**src/rtl/dff_arb_pkg.sv**
```systemverilog
// Shared types and the rotating first-one search for dff_reg_arbiter.
// The search is sized for the largest legal requester count (8).
package dff_arb_pkg;

   typedef enum logic {IDLE = 1'b0, GRANT = 1'b1} state_t;

   localparam int CNT_W    = 16;
   localparam int MAX_NREQ = 8;

   typedef struct packed {
      logic       found;
      logic [2:0] idx;
   } pick_t;

   // First set bit of req[nreq-1:0] at or after ptr, wrapping modulo nreq.
   function automatic pick_t rr_pick(input logic [MAX_NREQ-1:0] req,
                                     input logic [2:0]          ptr,
                                     input int                  nreq);
      pick_t res;
      int    j;
      res = '0;
      for (int i = 0; i < MAX_NREQ; i++) begin
         j = (int'(ptr) + i) % nreq;
         if (i < nreq && !res.found && req[j]) begin
            res.found = 1'b1;
            res.idx   = 3'(j);
         end
      end
      return res;
   endfunction

endpackage

```
**src/rtl/dff_word.sv**
```systemverilog
// WIDTH-bit D flip-flop word with load enable and synchronous active-low clear.
module dff_word #(
   parameter int WIDTH = 8
) (
   input  logic             i_clk,
   input  logic             i_rst_n,
   input  logic             i_en,
   input  logic [WIDTH-1:0] i_d,
   output logic [WIDTH-1:0] o_q
);

   logic [WIDTH-1:0] r_q;

   always_ff @(posedge i_clk) begin
      if (!i_rst_n)  r_q <= '0;
      else if (i_en) r_q <= i_d;
   end

   assign o_q = r_q;

endmodule

```
**src/rtl/dff_reg_arbiter.sv**
```systemverilog
// Round-robin arbiter granting one write per grant into a shared DFF register.
// Define DFF_ARB_LOCK_EN to add the lock input for back-to-back burst writes.
module dff_reg_arbiter
   import dff_arb_pkg::*;
#(
   parameter int NREQ  = 4,
   parameter int WIDTH = 8,
   parameter int IDW   = $clog2(NREQ)
) (
   input  logic                  clk,
   input  logic                  reset,
   input  logic [NREQ-1:0]       req,
   input  logic [NREQ*WIDTH-1:0] wdata,
`ifdef DFF_ARB_LOCK_EN
   input  logic [NREQ-1:0]       lock,
`endif
   output logic [NREQ-1:0]       gnt,
   output logic [WIDTH-1:0]      q,
   output logic                  q_valid,
   output logic [IDW-1:0]        owner,
   output logic [CNT_W-1:0]      wr_count
);

   state_t            r_state, w_state_nxt;
   logic [NREQ-1:0]   r_gnt, w_gnt_nxt;
   logic [IDW-1:0]    r_win, w_win_nxt;
   logic [IDW-1:0]    r_ptr, w_ptr_nxt;
   logic [IDW-1:0]    r_owner;
   logic              r_q_valid;
   logic [CNT_W-1:0]  r_wr_count;
   logic              w_wr_en;
   logic              w_hold;
   logic [WIDTH-1:0]  w_wdata_win;
   logic [MAX_NREQ-1:0] w_req8;
   pick_t             w_pick;

   always_comb begin
      w_req8             = '0;
      w_req8[NREQ-1:0]   = req;
   end

   assign w_pick      = rr_pick(w_req8, 3'(r_ptr), NREQ);
   assign w_wdata_win = wdata[r_win*WIDTH +: WIDTH];

`ifdef DFF_ARB_LOCK_EN
   // Winner keeps the grant while it both requests and locks.
   assign w_hold = req[r_win] && lock[r_win];
`else
   assign w_hold = 1'b0;
`endif

   always_comb begin
      w_state_nxt = r_state;
      w_gnt_nxt   = '0;
      w_win_nxt   = r_win;
      w_ptr_nxt   = r_ptr;
      w_wr_en     = 1'b0;
      case (r_state)
         IDLE: begin
            if (w_pick.found) begin
               w_gnt_nxt   = NREQ'(1) << w_pick.idx;
               w_win_nxt   = IDW'(w_pick.idx);
               w_state_nxt = GRANT;
            end
         end
         GRANT: begin
            // A withdrawn request at the closing edge skips the write.
            w_wr_en = req[r_win];
            if (w_hold) begin
               w_gnt_nxt   = r_gnt;
               w_state_nxt = GRANT;
            end else begin
               w_ptr_nxt   = (r_win == IDW'(NREQ-1)) ? '0 : r_win + IDW'(1);
               w_state_nxt = IDLE;
            end
         end
         default: w_state_nxt = IDLE;
      endcase
   end

   always_ff @(posedge clk) begin
      if (!reset) begin
         r_state    <= IDLE;
         r_gnt      <= '0;
         r_win      <= '0;
         r_ptr      <= '0;
         r_owner    <= '0;
         r_q_valid  <= 1'b0;
         r_wr_count <= '0;
      end else begin
         r_state <= w_state_nxt;
         r_gnt   <= w_gnt_nxt;
         r_win   <= w_win_nxt;
         r_ptr   <= w_ptr_nxt;
         if (w_wr_en) begin
            r_owner    <= r_win;
            r_q_valid  <= 1'b1;
            r_wr_count <= r_wr_count + CNT_W'(1);
         end
      end
   end

   dff_word #(.WIDTH(WIDTH)) u_q (
      .i_clk   (clk),
      .i_rst_n (reset),
      .i_en    (w_wr_en),
      .i_d     (w_wdata_win),
      .o_q     (q)
   );

   assign gnt      = r_gnt;
   assign q_valid  = r_q_valid;
   assign owner    = r_owner;
   assign wr_count = r_wr_count;

endmodule

```
**config.mk**
```make
export PLATFORM = sky130hd
export DESIGN_NAME = dff_reg_arbiter
export DESIGN_NICKNAME = d
export VERILOG_FILES = /design/src/rtl/dff_arb_pkg.sv /design/src/rtl/dff_word.sv /design/src/rtl/dff_reg_arbiter.sv
export SDC_FILE = /design/constraint.sdc
export NUM_CORES = 1
export LEC_CHECK = 0
export BUFFER_PORTS_ARGS = -buffer_cell sky130_fd_sc_hd__buf_2
export CORE_AREA = 4 4 69 65
export DETAILED_ROUTE_END_ITERATION = 6
export DIE_AREA = 0 0 73 69
export GPL_ROUTABILITY_DRIVEN = 0
export GPL_TIMING_DRIVEN = 0
export PLACE_DENSITY = 0.77
export SYNTH_ARGS = -nofsm -noshare
export SYNTH_HDL_FRONTEND = slang
export SYNTH_SLANG_ARGS = --single-unit
export TNS_END_PERCENT = 5
```
**constraint.sdc**
```tcl
create_clock -name clk -period 2.6 [get_ports clk]
set_clock_uncertainty 0.2 [all_clocks]
set_input_delay 0.13 -clock clk [delete_from_list [all_inputs] [get_ports clk]]
set_output_delay 0.13 -clock clk [all_outputs]
set_load 0.01 [all_outputs]
```
# --- After elaboration in Yosys (flattened, before gate mapping) ---
# Cells that the tools add are included.
classes:
  add_sub_neg: 5
  order_cmp: 5
  eq_ne: 1
  shifts: 2
  mux: 23
  bitwise: 4
  n_reduce_logical: 10
op_table:
  columns: ["op", "n"]
  rows:
  - ["variable part select 32 x 6 -> 8 bit", 1]
  - ["two-way mux 4 bit", 5]
  - ["adder 16 x 1 -> 16 bit (second input constant)", 1]
  - ["< comparator 3 x 5 -> 1 bit (second input constant)", 3]
  - ["two-way mux 1 bit", 10]
  - ["binary-select mux 1 bit (select 3 bit)", 3]
  - ["one-hot mux 4 bit (2 select lines)", 1]
  - ["OR reduction 2 bit", 3]
  - ["adder 2 x 1 -> 2 bit (second input constant)", 2]
  - ["adder 2 bit (second input constant)", 2]
  - ["binary-select mux 1 bit (select 2 bit)", 2]
  - ["< comparator 2 x 4 -> 1 bit (second input constant)", 1]
  - ["<< shifter 1 x 3 -> 4 bit (first input constant)", 1]
  - ["AND 1 bit (first input constant)", 3]
  - ["logical AND 1 bit", 3]
  - ["logical NOT 1 bit", 3]
  - ["< comparator 2 x 3 -> 1 bit (second input constant)", 1]
  - ["equality test 2 bit (second input constant)", 1]
  - ["two-way mux 2 bit", 1]
  - ["one-hot mux 1 bit (2 select lines)", 1]
  - ["AND reduction 2 bit", 1]
  - ["inverter 1 bit", 1]
totals:
  regBits: 36
  inputBits: 38
  output_inout_bits: 31
  wordCells: 58

# --- Logic depth before layout (Yosys ltp) ---
# Gate-level depths: netlist (run 1).
logic_depth:
  ltp_word: 17
  ltp_mapped: 7
  ltp_nobuf: 5

# --- By module ---
# Synthesis (run 1) repeated with hierarchy kept, for this count alone.
hier_totals:
  cells_unflattened: 183
  area_unflattened_um2: 1781.7
modules_own_cells:
  columns: ["module", "instances", "cells_each", "area_per_inst_um2", "seq_area_each_um2"]
  rows:
  - ["dff_reg_arbiter", 1, 158, 1480.2, 560.5]
  - ["dff_word", 1, 25, 301.5, 160.2]

# --- Least setup slack after synthesis (run 1) ---
# Ideal clock, no wire load.
synth_timing:
  path_kind: "reg-to-reg"
  start: "reg r_win[1]"
  end: "reg u_q.r_q[0], in the netlist u_q.o_q[0]"
  arrival_time_ps: 1627
  required_ps: 2272
  slack_ps: 646
  path_stages_with_launch: 7
  n_path_buf: 2
  synth_period_minus_slack_ps: 1954
  cell_sequence: "dfxtp_1 -> mux4_2 -> buf_2 -> nand2_1 -> buf_6 -> mux2i_1 -> nor2_1"
synth_via:
  elab_chain_len: 3
  word_cells_on_any_way: 4
  cone_classes: "1 x shift; 3 x mux"
synth_rtl:
  columns: ["element", "line", "source"]
  rows:
  - ["start: declaration", "dff_reg_arbiter.sv:26", "logic [IDW-1:0] r_win, w_win_nxt;"]
  - ["start signal: assignment", "dff_reg_arbiter.sv:93", "r_win <= w_win_nxt;"]
  - ["branches (longest 3 deep; another with variable part select 32 x 6 -> 8 bit)", null, null]
  - ["end signal: assignment", "dff_word.sv:16", "else if (i_en) r_q <= i_d;"]
  - ["end: declaration", "dff_word.sv:12", "logic [WIDTH-1:0] r_q;"]
# Parallel ways; which one is timed is not known. The select of a mux whose other input is x is not followed.
# A chain may end at the register's enable or synchronous reset.

# --- Worst setup path in the final report (run 1) ---
layout_timing:
  start: "reg r_win[1]"
  end: "reg u_q.r_q[6], in the netlist u_q.o_q[6]"
# The elaborated chain is that of the path after synthesis.

==> metrics.md, run 1 <==
| Metric | Value |
|---|---|
| Status | complete, no violations |
| Syn avg cell area | approximately 9.6 um^2 |
| Fillers | ~330 |
| Maximum vdd drop | approximately 0.43 mV |
| Final Max Slew Viols | 0 |
| Yosys warns | 0 |
| Xor/xnor share of the synthesized area | 3.50% |
| Die Span X | 73 um |
| Synth Area in Compound Gates | 12.0% |
| Cell with the most instances after synthesis | dfxtp_1 |
| Dpl cell area | approximately 2100 um^2 |
| Final hold violations | 0 |
| Drt drc | 0 |
| Max_slew headroom | between 50% and 60% |
| Mux contribution to synthesized area | a little under a fifth |
| Worst setup EP type | flop |
| Top cell type's share of synthesized area | between 40% and 50% |
| Max incr delay on CP | around 0.59 ns |
| Layout area overhead | 30.2% |
| Asr flop ratio synth | 0% |
| Share of cells above drive strength 1 | 34.4% |
| Non-filler instance count after layout | 305 |
| CTS Buf Count | 5 |
| Post-route design area | 2280 um^2 |
| Die Y-Extent | roughly 69 um |
| Max Freq | ~470 MHz |
| PostCTS Resize Cnt | 0 |
| I/O pin count | 69 |
| Max-cap violation count | 0 |
| Setup Crit Path Kind | flop to flop |
| Clock Latency Late Sink | 0.29 ns |
| Detailed Place HPWL | 3380 um |
| Core ar. | 3700 um^2 |
| Min-Delay Path Class | input pin to flop |
| CP Cell Sequence | mux4_2 > buf_2 > nand2_1 > buf_6 > mux2i_1 > nor2_1 |
| FP Rows | 21 |
| Vias in the first global route | roughly 1500 |
| Port Buffer Count | 67 |
| Die Area | 5040 um^2 |
| Via count | about 1700 |
| Most frequent cells after synthesis | dfxtp_1 (36), nor2_1 (24), a21oi_1 (15), mux2i_1 (12), nand2_1 (11) |
| Mapped cell area | approximately 1800 um^2 |
| CTS sink count | 36 |
| Slowest stage cell, crit path | mux4_2 |
| Initial antenna violation count | 0 |
| Vias per cell | approximately 5.5 |
| Final setup TNS | 0 ns |
| Synth top area cells | dfxtp_1 (41%), mux4_2 (12%), mux2i_1 (6.9%) |
| Power Density | approximately 580 nW/um^2 |
| First-pass GRT wire length | approximately 7300 um |
| Final setup viols | 0 |
| Fin crit share | approximately 82% |
| Antenna-violating nets left | 0 |
| Total gr overflow | 0 |
| Synth Area in Adders | 1.43% |
| Cell taking the most area after synthesis | dfxtp_1 |
| CTS tree | built |
| Global-route usage over all layers | a little under a fifth |
| Worst-margin pin slew | around 0.7 ns |
| Seq cells post-synth | 36 |
| Most common flop cell mapped by yosys | dfxtp_1 |
| H-tree depth | 2 |
| Clk slew on worst S/H paths | ~0.070 ns |
| ANT cells | 0 |
| CTS Root Buffer Type | clkbuf_8 |
| Netlist cell types | 36 |
| RSZ-0062 raised after global routing | false |
| Number of flops mapped to enable cells by yosys | 0 |
| Leak pwr | between 0.001 and 0.0015 uW |
| Syn Nets | between 200 and 250 |
| Synth Instances | ~180 |
| Final worst path period need | between 2 and 2.5 ns |
| Final Util | between 60% and 70% |
| Worst endpoint required time | between 2 and 3 ns |
| CP Launch Type | flop |
| Initial Util | ~47% |
| Clock Tree Buf Depth | 2 |
| CP arrival | between 2 and 2.5 ns |
| Simple-gate area share of the yosys netlist | between 10% and 20% |
| DRT Pass-1 Iters | 4 |
| Largest net degree at the start of global routing | 12 |
| WL per Instance | around 15 um |
| Post-synthesis sequential area ratio | between 40% and 50% |
| Crit Path Max Fanout | 10 |
| Post-Route WL | 4450 um |
| Nets | 298 |
| DP Cell Count | about 300 |
| Initial DRC Count | between 100 and 150 |
| # Post-CTS Setup Buffers | 0 |
| Main combinational cell family by area after synthesis | simple AND/OR/NAND/NOR gates |
==> layout make-up <==
| cell class | count | area (um^2) | share of cell area [%] |
|---|---|---|---|
| clock inverters | 1 | 30.0 | 1.32 |
| repair buffers | 68 | 345 | 15.1 |
| plain buffers | 11 | 51.3 | 2.25 |
| clock buffers | 7 | 96.3 | 4.22 |
| well taps | 46 | 57.6 | 2.52 |
| flip-flops and latches | 36 | 721 | 31.6 |
| multi-input cells | 133 | 970 | 42.5 |
| inverters | 3 | 11.3 | 0.493 |
==> worst max-delay path, delay by kind of cell (launching register included) <==
kind | cells | cell delay, ns
mux | 2 | 0.79
flops | 1 | 0.45
buf+inv | 2 | 0.39
simple gates | 2 | 0.19
==> state kept, by name, summed over array words and instances (netlist names) <==
signal / count
gnt: 4
owner: 2
q_valid: 1
r_ptr: 2
r_state: 1
r_win: 2
u_q.o_q: 8
wr_count: 16
==> per-layer routing <==
layer  global-route usage [%]  vias to the layer above  routed length, um
met5                        0                        -                  0
met4                     9.02                        0                102
met3                     4.94                       12                211
met2                     28.3                       46               2230
met1                     23.4                      788               1900
li1                         -                      823                  -
==> cell usage in the layout, fill, tap and decap left out, drive strengths merged <==
cell | netlist | routed
a21oi | 15 | 15
o22a | 1 | 1
bufinv | 0 | 1
o22ai | 2 | 2
nand2b | 4 | 4
mux4 | 9 | 9
o211ai | 1 | 1
nand4 | 7 | 7
ha | 2 | 2
inv | 3 | 3
nand2 | 11 | 11
or4 | 3 | 3
mux2i | 12 | 12
xor2 | 7 | 7
nor2 | 24 | 24
and4 | 2 | 2
or3b | 1 | 1
nor3 | 2 | 2
nor4 | 1 | 1
buf | 4 | 71
and2 | 2 | 2
and3 | 2 | 2
o21a | 1 | 1
o41ai | 2 | 2
nand3 | 6 | 6
dlygate4sd3 | 0 | 1
or3 | 3 | 3
dfxtp | 36 | 36
o31ai | 2 | 2
o311ai | 2 | 2
clkbuf | 7 | 14
o21ai | 8 | 8
o221ai | 1 | 1
==> final timing paths <==
check	cells after the start	slack [ns]	end	from
max	6	0.46	u_q.o_q[6]	r_win[1]
min	3	0.06	gnt[3]	req[3]
max reg2reg	6	0.46	u_q.o_q[6]	r_win[1]
min reg2reg	2	0.27	owner[1]	owner[1]
==> logic make-up (layout without fill, tap and decap cells) <==
kind of cell / Yosys count / in the layout
AO/OA/AOI/OAI: 35 / 35
buffers and inverters: 14 / 90
flip-flops: 36 / 36
XOR/XNOR: 7 / 7
AND/OR/NAND/NOR: 68 / 68
multiplexers: 21 / 21
adder cells (fa/ha/maj): 2 / 2
==> per-stage QoR <==
step / power, uW / worst slack, ns / hold WS (ns)
detailed placement: 801 / 0.471 / 0.245
finish: 1320 / 0.457 / 0.0551
CTS: 1330 / 0.467 / 0.0418
global placement: 795 / 0.516 / 0.245
global route: 1380 / 0.317 / 0.0833
floorplan: 729 / 0.646 / 0.0711
==> report_power, final <==
part | internal (uW) | switching (uW)
logic | 98.8 | 100
clock network | 338 | 194
registers | 575 | 16.1
total | 1010 | 310
==> repair_timing <==
item | CTS | global route
hold buffers | 1 | 0
endpoints found under the hold margin | 5 | 0
endpoints found under the setup margin | 0 | 0
Power figures use the tool's default switching activity.
==> inputs of run 2 (changes only) <==
- clock period: 2.6 -> 2.1 ns (I/O delays scaled with it)
==> run 2 against run 1 <==
  * Sequential share of layout area is essentially flat
  * Wire length shrank 0.49%
  * Non-clock buffer count grew 1
==> metrics.md, run 2 (synthesis results as in run 1) <==
| Metric | Value |
|---|---|
| Status | complete, no violations |
| Vias per cell | 5.41 (-1.1%) |
| Commonest non-fill, non-tap cells in the layout | buf_2 (70), dfxtp_1 (35), nor2_1 (24), a21oi_1 (15), mux2i_1 (12) |
| Dpl cell area | 2150 um^2 (unchanged) |
| Final Max Slew Viols | 0 (unchanged) |
| Switching share of power | 23.3% (-0.15 points) |
| DP Cell Count | 296 (unchanged) |
| Fillers | 327 (-0.30%) |
| CP Launch Type | flop |
| Clock power share | 40.1% (-0.2 points) |
| CTS sink count | 36 (unchanged) |
| Comb power frac | 15.3% (+0.2 points) |
| Sink of the worst hold path | gnt[3] |
| NetSw | 382 uW (+23%) |
| Layout area overhead | 31.0% |
| Clock Tree Buf Depth | 2 (unchanged) |
| Via count | 1656 (-0.78%) |
| Crit Path Max Fanout | 10 (unchanged) |
| Detailed Place HPWL | 3380 um (unchanged) |
| Leak pwr | 0.00104 uW (+1.0%) |
| Final worst path period need | 1.99 ns (-0.150 ns) |
| ANT cells | 0 (unchanged) |
| Global-route usage over all layers | 18.4% (unchanged) |
| Share of cells above drive strength 1 | 35.8% (+1.4 points) |
| Max_slew headroom | 62.6% (+9.4 points) |
| FP Rows | 21 (unchanged) |
| Setup Crit Path Kind | flop to flop |
| Worst endpoint required time | 2.07 ns (-0.50 ns) |
| Clock Latency Late Sink | 0.29 ns (about the same) |
| I/O pin count | 69 (unchanged) |
| CTS Root Buffer Type | clkbuf_8 |
| Worst-margin pin slew | 0.562 ns (-0.141 ns) |
| Crit Reg-Reg Startpoint | r_win[1] |
| Core ar. | 3700 um^2 (unchanged) |
| DRT Pass-1 Iters | 4 (unchanged) |
| Post-route design area | 2300 um^2 (+0.66%) |
| Min-Delay Path Class | input pin to flop |
| Power Density | 713 nW/um^2 (+23%) |
| Critical R2R Capture | u_q.o_q[6] |
| Max Freq | 502 MHz (+7.5%) |
| CTS Buf Count | 5 (unchanged) |
| Vias in the first global route | 1539 (unchanged) |
| Final hold violations | 0 (unchanged) |
| Maximum vdd drop | 0.525 mV (+23%) |
| Clk slew on worst S/H paths | 0.07 ns (about the same) |
| Initial DRC Count | 122 (+8.9%) |
| Non-filler instance count after layout | 306 (+0.33%) |
| Port Buffer Count | 67 (unchanged) |
| First-pass GRT wire length | 7290 um (unchanged) |
| Final setup TNS | 0 ns (unchanged) |
| CP arrival | 1.96 ns (-0.16 ns) |
| H-tree depth | 2 (unchanged) |
| Max reg flops | 16 (unchanged) |
| Cells on Worst Hold Path | 3 (unchanged) |
| Max-cap violation count | 0 (unchanged) |
| Final setup viols | 0 (unchanged) |
| Die Span X | 73 um (unchanged) |
| RSZ-0062 raised after global routing | true |
| Die Y-Extent | 69 um (unchanged) |
| Initial Util | 47.3% (unchanged) |
| R2r setup slk | 0.11 ns (-0.35 ns) |
| WL per Instance | 14.5 um (-0.82%) |
| CTS tree | built |
| Total power | 1640 uW (+24%) |
| Largest net degree at the start of global routing | 12 (unchanged) |
| Worst setup EP type | flop |
| Post-Route WL | 4430 um (-0.49%) |
| Total gr overflow | 0 (unchanged) |
| Hold Crit Start | req[3] |
| Internal power | 1260 uW (+24%) |
| Most common cell after layout, fill and taps aside | buf_2 |
| FF-to-FF path depth | 6 (unchanged) |
| Initial antenna violation count | 0 (unchanged) |
| Antenna-violating nets left | 0 (unchanged) |
| Fin crit share | 94.9% (+12 points) |
| Die Area | 5040 um^2 (unchanged) |
| Drt drc | 0 (unchanged) |
| Nets | 299 (+0.34%) |
| Reg power frac | 44.6% (about the same) |
-- run 2: repair_timing --
| action | 4_1_cts | 5_1_grt |
|---|---|---|
| endpoints found under the hold margin | 5 | 0 |
| endpoints found under the setup margin | 7 | 8 |
| setup buffers | 0 | 1 |
| pin swaps | 0 | 0 |
| hold buffers | 1 | 0 |
| gates resized for setup | 2 | 2 |
-- run 2: final cells by class --
type,instances,area (um^2),area share (%)
Buffer,11,52.6,2.29
Clock buffer,7,96.3,4.19
Clock inverter,1,30.0,1.31
Inverter,3,11.3,0.490
Multi-Input combinational cell,133,972,42.3
Sequential cell,36,724,31.5
Tap cell,46,57.6,2.51
Timing Repair Buffer,69,353,15.4
-- run 2: critical path: stages, from the launching register on --
cell     delay, ns
dfxtp_4       0.38
mux4_2        0.52
buf_2         0.20
nand2_1       0.14
buf_6         0.18
mux2i_1       0.20
nor2_1        0.05
-- run 2: worst max path at each step --
stage | start | end | slack [ns] | cells past startpoint
floorplan | r_win[1] | u_q.o_q[0] | 0.15 | 6
global placement | r_win[1] | u_q.o_q[3] | 0.02 | 6
detailed placement | r_win[0] | u_q.o_q[6] | -0.03 | 4
CTS | r_win[1] | u_q.o_q[6] | 0.04 | 6
global route | r_win[1] | u_q.o_q[3] | -0.01 | 6
finish | r_win[1] | u_q.o_q[6] | 0.11 | 6
-- run 2: per-layer routing --
layer  track usage, %  up-vias  part of all wire [%]
li1                 -      825                     -
met1             23.4      780                    43
met2             28.3       42                    51
met3             4.94        9                   4.7
met4             9.02        0                   1.8
met5                0        -                     0
-- run 2: power groups by stage --
stage          sequential (uW)  clock (uW)  combinational (uW)
2_1_floorplan              754           0                 148
3_3_place_gp               745           0                 239
3_5_place_dp               746           0                 246
4_1_cts                    731         673                 249
5_1_grt                    735         704                 275
6_report                   731         656                 250
-- run 2: through the flow --
stage	utilization, %	setup WS, ns	hold slack (ns)
CTS	61.7	0.0436	0.0168
floorplan	-	0.146	0.0461
finish	62.0	0.107	0.0287
detailed placement	57.9	-0.0288	0.220
global route	62.0	-0.0109	0.0584
global placement	57.9	0.0156	0.220
==> inputs of run 3 (changes only) <==
- CORE_AREA: 4 4 69 65 -> 4 4 67 63
- DIE_AREA: 0 0 73 69 -> 0 0 71 67
- PLACE_DENSITY: 0.77 -> 0.81
- REMOVE_ABC_BUFFERS: unset -> 1
- clock period: 2.1 -> 2.4 ns (I/O delays scaled with it)
==> run 3 against run 2 <==
  * Flip-flop and latch count unchanged
  * Clock power decreased by 38%
  * Utilization is 0.66 points lower
  * Largest cell class unchanged
==> metrics.md, run 3 (synthesis results as in run 1) <==
| Metric | Value |
|---|---|
| Nets | 288 (-3.7%) |
| CTS tree | built |
| Worst setup EP type | flop |
| DP Cell Count | 286 (-3.4%) |
| Final setup viols | 0 (unchanged) |
| Detailed Place HPWL | 2970 um (-12%) |
| Vias per cell | 5.51 (+1.8%) |
| Share of cells above drive strength 1 | 35.5% (-0.29 points) |
| Antenna-violating nets left | 0 (unchanged) |
| DRT Pass-1 Iters | 4 (unchanged) |
| I/O pin count | 69 (unchanged) |
| Global-route usage over all layers | 17.1% (-1.3 points) |
| Initial Util | 49.1% (+1.7 points) |
| Setup Crit Path Kind | flop to flop |
| Commonest non-fill, non-tap cells in the layout | buf_2 (68), dfxtp_1 (34), nor2_1 (24), a21oi_1 (15), mux2i_1 (12) |
| R2r setup slk | 0.20 ns (+0.09 ns) |
| WL per Instance | 13.7 um (-5.0%) |
| Drt drc | 0 (unchanged) |
| Final Util | 61.3% (-0.66 points) |
| Die Area | 4760 um^2 (-5.6%) |
| H-tree depth | 2 (unchanged) |
| Via count | 1619 (-2.2%) |
| Clk slew on worst S/H paths | 0.07 ns (about the same) |
| Total power | 1250 uW (-24%) |
| Core ar. | 3570 um^2 (-3.5%) |
| Die Y-Extent | 67 um (-2.9%) |
| CP Cell Sequence | mux4_2 > nand2_2 > mux2i_1 > nor2_1 |
| Clock Tree Buf Depth | 2 (unchanged) |
| Worst endpoint required time | 2.35 ns (+0.28 ns) |
| Crit Path Max Fanout | 14 (+4) |
| RSZ-0062 raised after global routing | false |
| Vias in the first global route | 1436 (-6.7%) |
| Maximum vdd drop | 0.345 mV (-34%) |
| Final Max Slew Viols | 0 (unchanged) |
| Max reg flops | 16 (unchanged) |
| CTS sink count | 36 (unchanged) |
| CP Launch Type | flop |
| Max Freq | 454 MHz (-9.5%) |
| CTS Root Buffer Type | clkbuf_8 |
| First-pass GRT wire length | 6320 um (-13%) |
| Status | complete, no violations |
| Most common cell after layout, fill and taps aside | buf_2 |
| Worst-margin pin slew | 0.851 ns (+0.289 ns) |
| CTS Buf Count | 5 (unchanged) |
| Fillers | 323 (-1.2%) |
| Post-placement setup slack | -0.208 ns (-0.179 ns) |
| ANT cells | 0 (unchanged) |
| Layout area overhead | 25.1% |
| Setup slack after layout | 0.198 ns (+0.0906 ns) |
| Fin crit share | 91.8% (-3.1 points) |
| Max incr delay on CP | 0.70 ns (+0.18 ns) |
| Max-cap violation count | 0 (unchanged) |
| Die Span X | 71 um (-2.7%) |
| # Post-CTS Setup Buffers | 0 (unchanged) |
| Min-Delay Path Class | input pin to flop |
| Largest net degree at the start of global routing | 30 (+18) |
| FP Rows | 21 (unchanged) |
| Post-Route WL | 4040 um (-8.7%) |
| Leak pwr | 0.000989 uW (-5.0%) |
| Total gr overflow | 0 (unchanged) |
| FF-to-FF path depth | 4 (-2) |
| Port Buffer Count | 68 (+1.5%) |
| Final worst path period need | 2.20 ns (+0.209 ns) |
| Initial DRC Count | 51 (-58%) |
| Max_slew headroom | 43.2% (-19 points) |
| Initial antenna violation count | 0 (unchanged) |
| Non-filler instance count after layout | 294 (-3.9%) |
| Cells on Worst Hold Path | 3 (unchanged) |
| Slowest stage cell, crit path | mux4_2 |
| Final hold violations | 0 (unchanged) |
| Power Density | 570 nW/um^2 (-20%) |
| CP arrival | 2.15 ns (+0.19 ns) |
| Clock Latency Late Sink | 0.29 ns (about the same) |
## run 3: repair_timing
action	4_1_cts	5_1_grt
setup endpoints to repair	12	0
hold buffers	1	0
hold endpoints to repair	4	0
gates resized for setup	3	0
## run 3: layout make-up
class / count / area (um^2) / share of cell area (%)
multi-input cells: 133 / 972 / 44.3
repair buffers: 69 / 350 / 16.0
flip-flops and latches: 36 / 723 / 33.0
clock inverters: 1 / 5.00 / 0.228
clock buffers: 6 / 72.6 / 3.31
inverters: 3 / 11.3 / 0.514
well taps: 46 / 57.6 / 2.63
## run 3: routing by layer
layer	vias up	global-route usage, %	wire length, um
met5	-	0	0
met4	0	9.15	91
met3	10	4.98	289
met2	52	29.7	2120
met1	753	18.8	1540
li1	804	-	-
## run 3: report_power, final
group          leakage [uW]  internal (uW)  switching [uW]  total, uW
logic              0.000655            100            86.7        187
registers          0.000293            623            33.9        657
clock network     0.0000410            197             208        405
total              0.000989            921             329       1250
## run 3: through the flow
stage	hold slack [ns]	TNS [ns]	area, um^2
final	0.0469	0	2190
after global routing	0.0795	0	2190
after CTS	0.0228	0	2190
after global placement	0.233	-1.46	2100
after floorplan	0.0611	0	1700
after detailed placement	0.240	-1.71	2100
## run 3: worst max-delay path, delay by kind of cell (launching register included)
kind	cells	cell delay (ns)
flops	1	0.53
mux	2	0.94
simple gates	2	0.38
## run 3: path summary, 6_finish.rpt
check | startpoint | endpoint
worst max register to register | r_win[1] | u_q.o_q[0]
worst max-delay path | r_win[1] | u_q.o_q[0]
worst min register to register | owner[1] | owner[1]
worst min-delay path | req[3] | gnt[3]
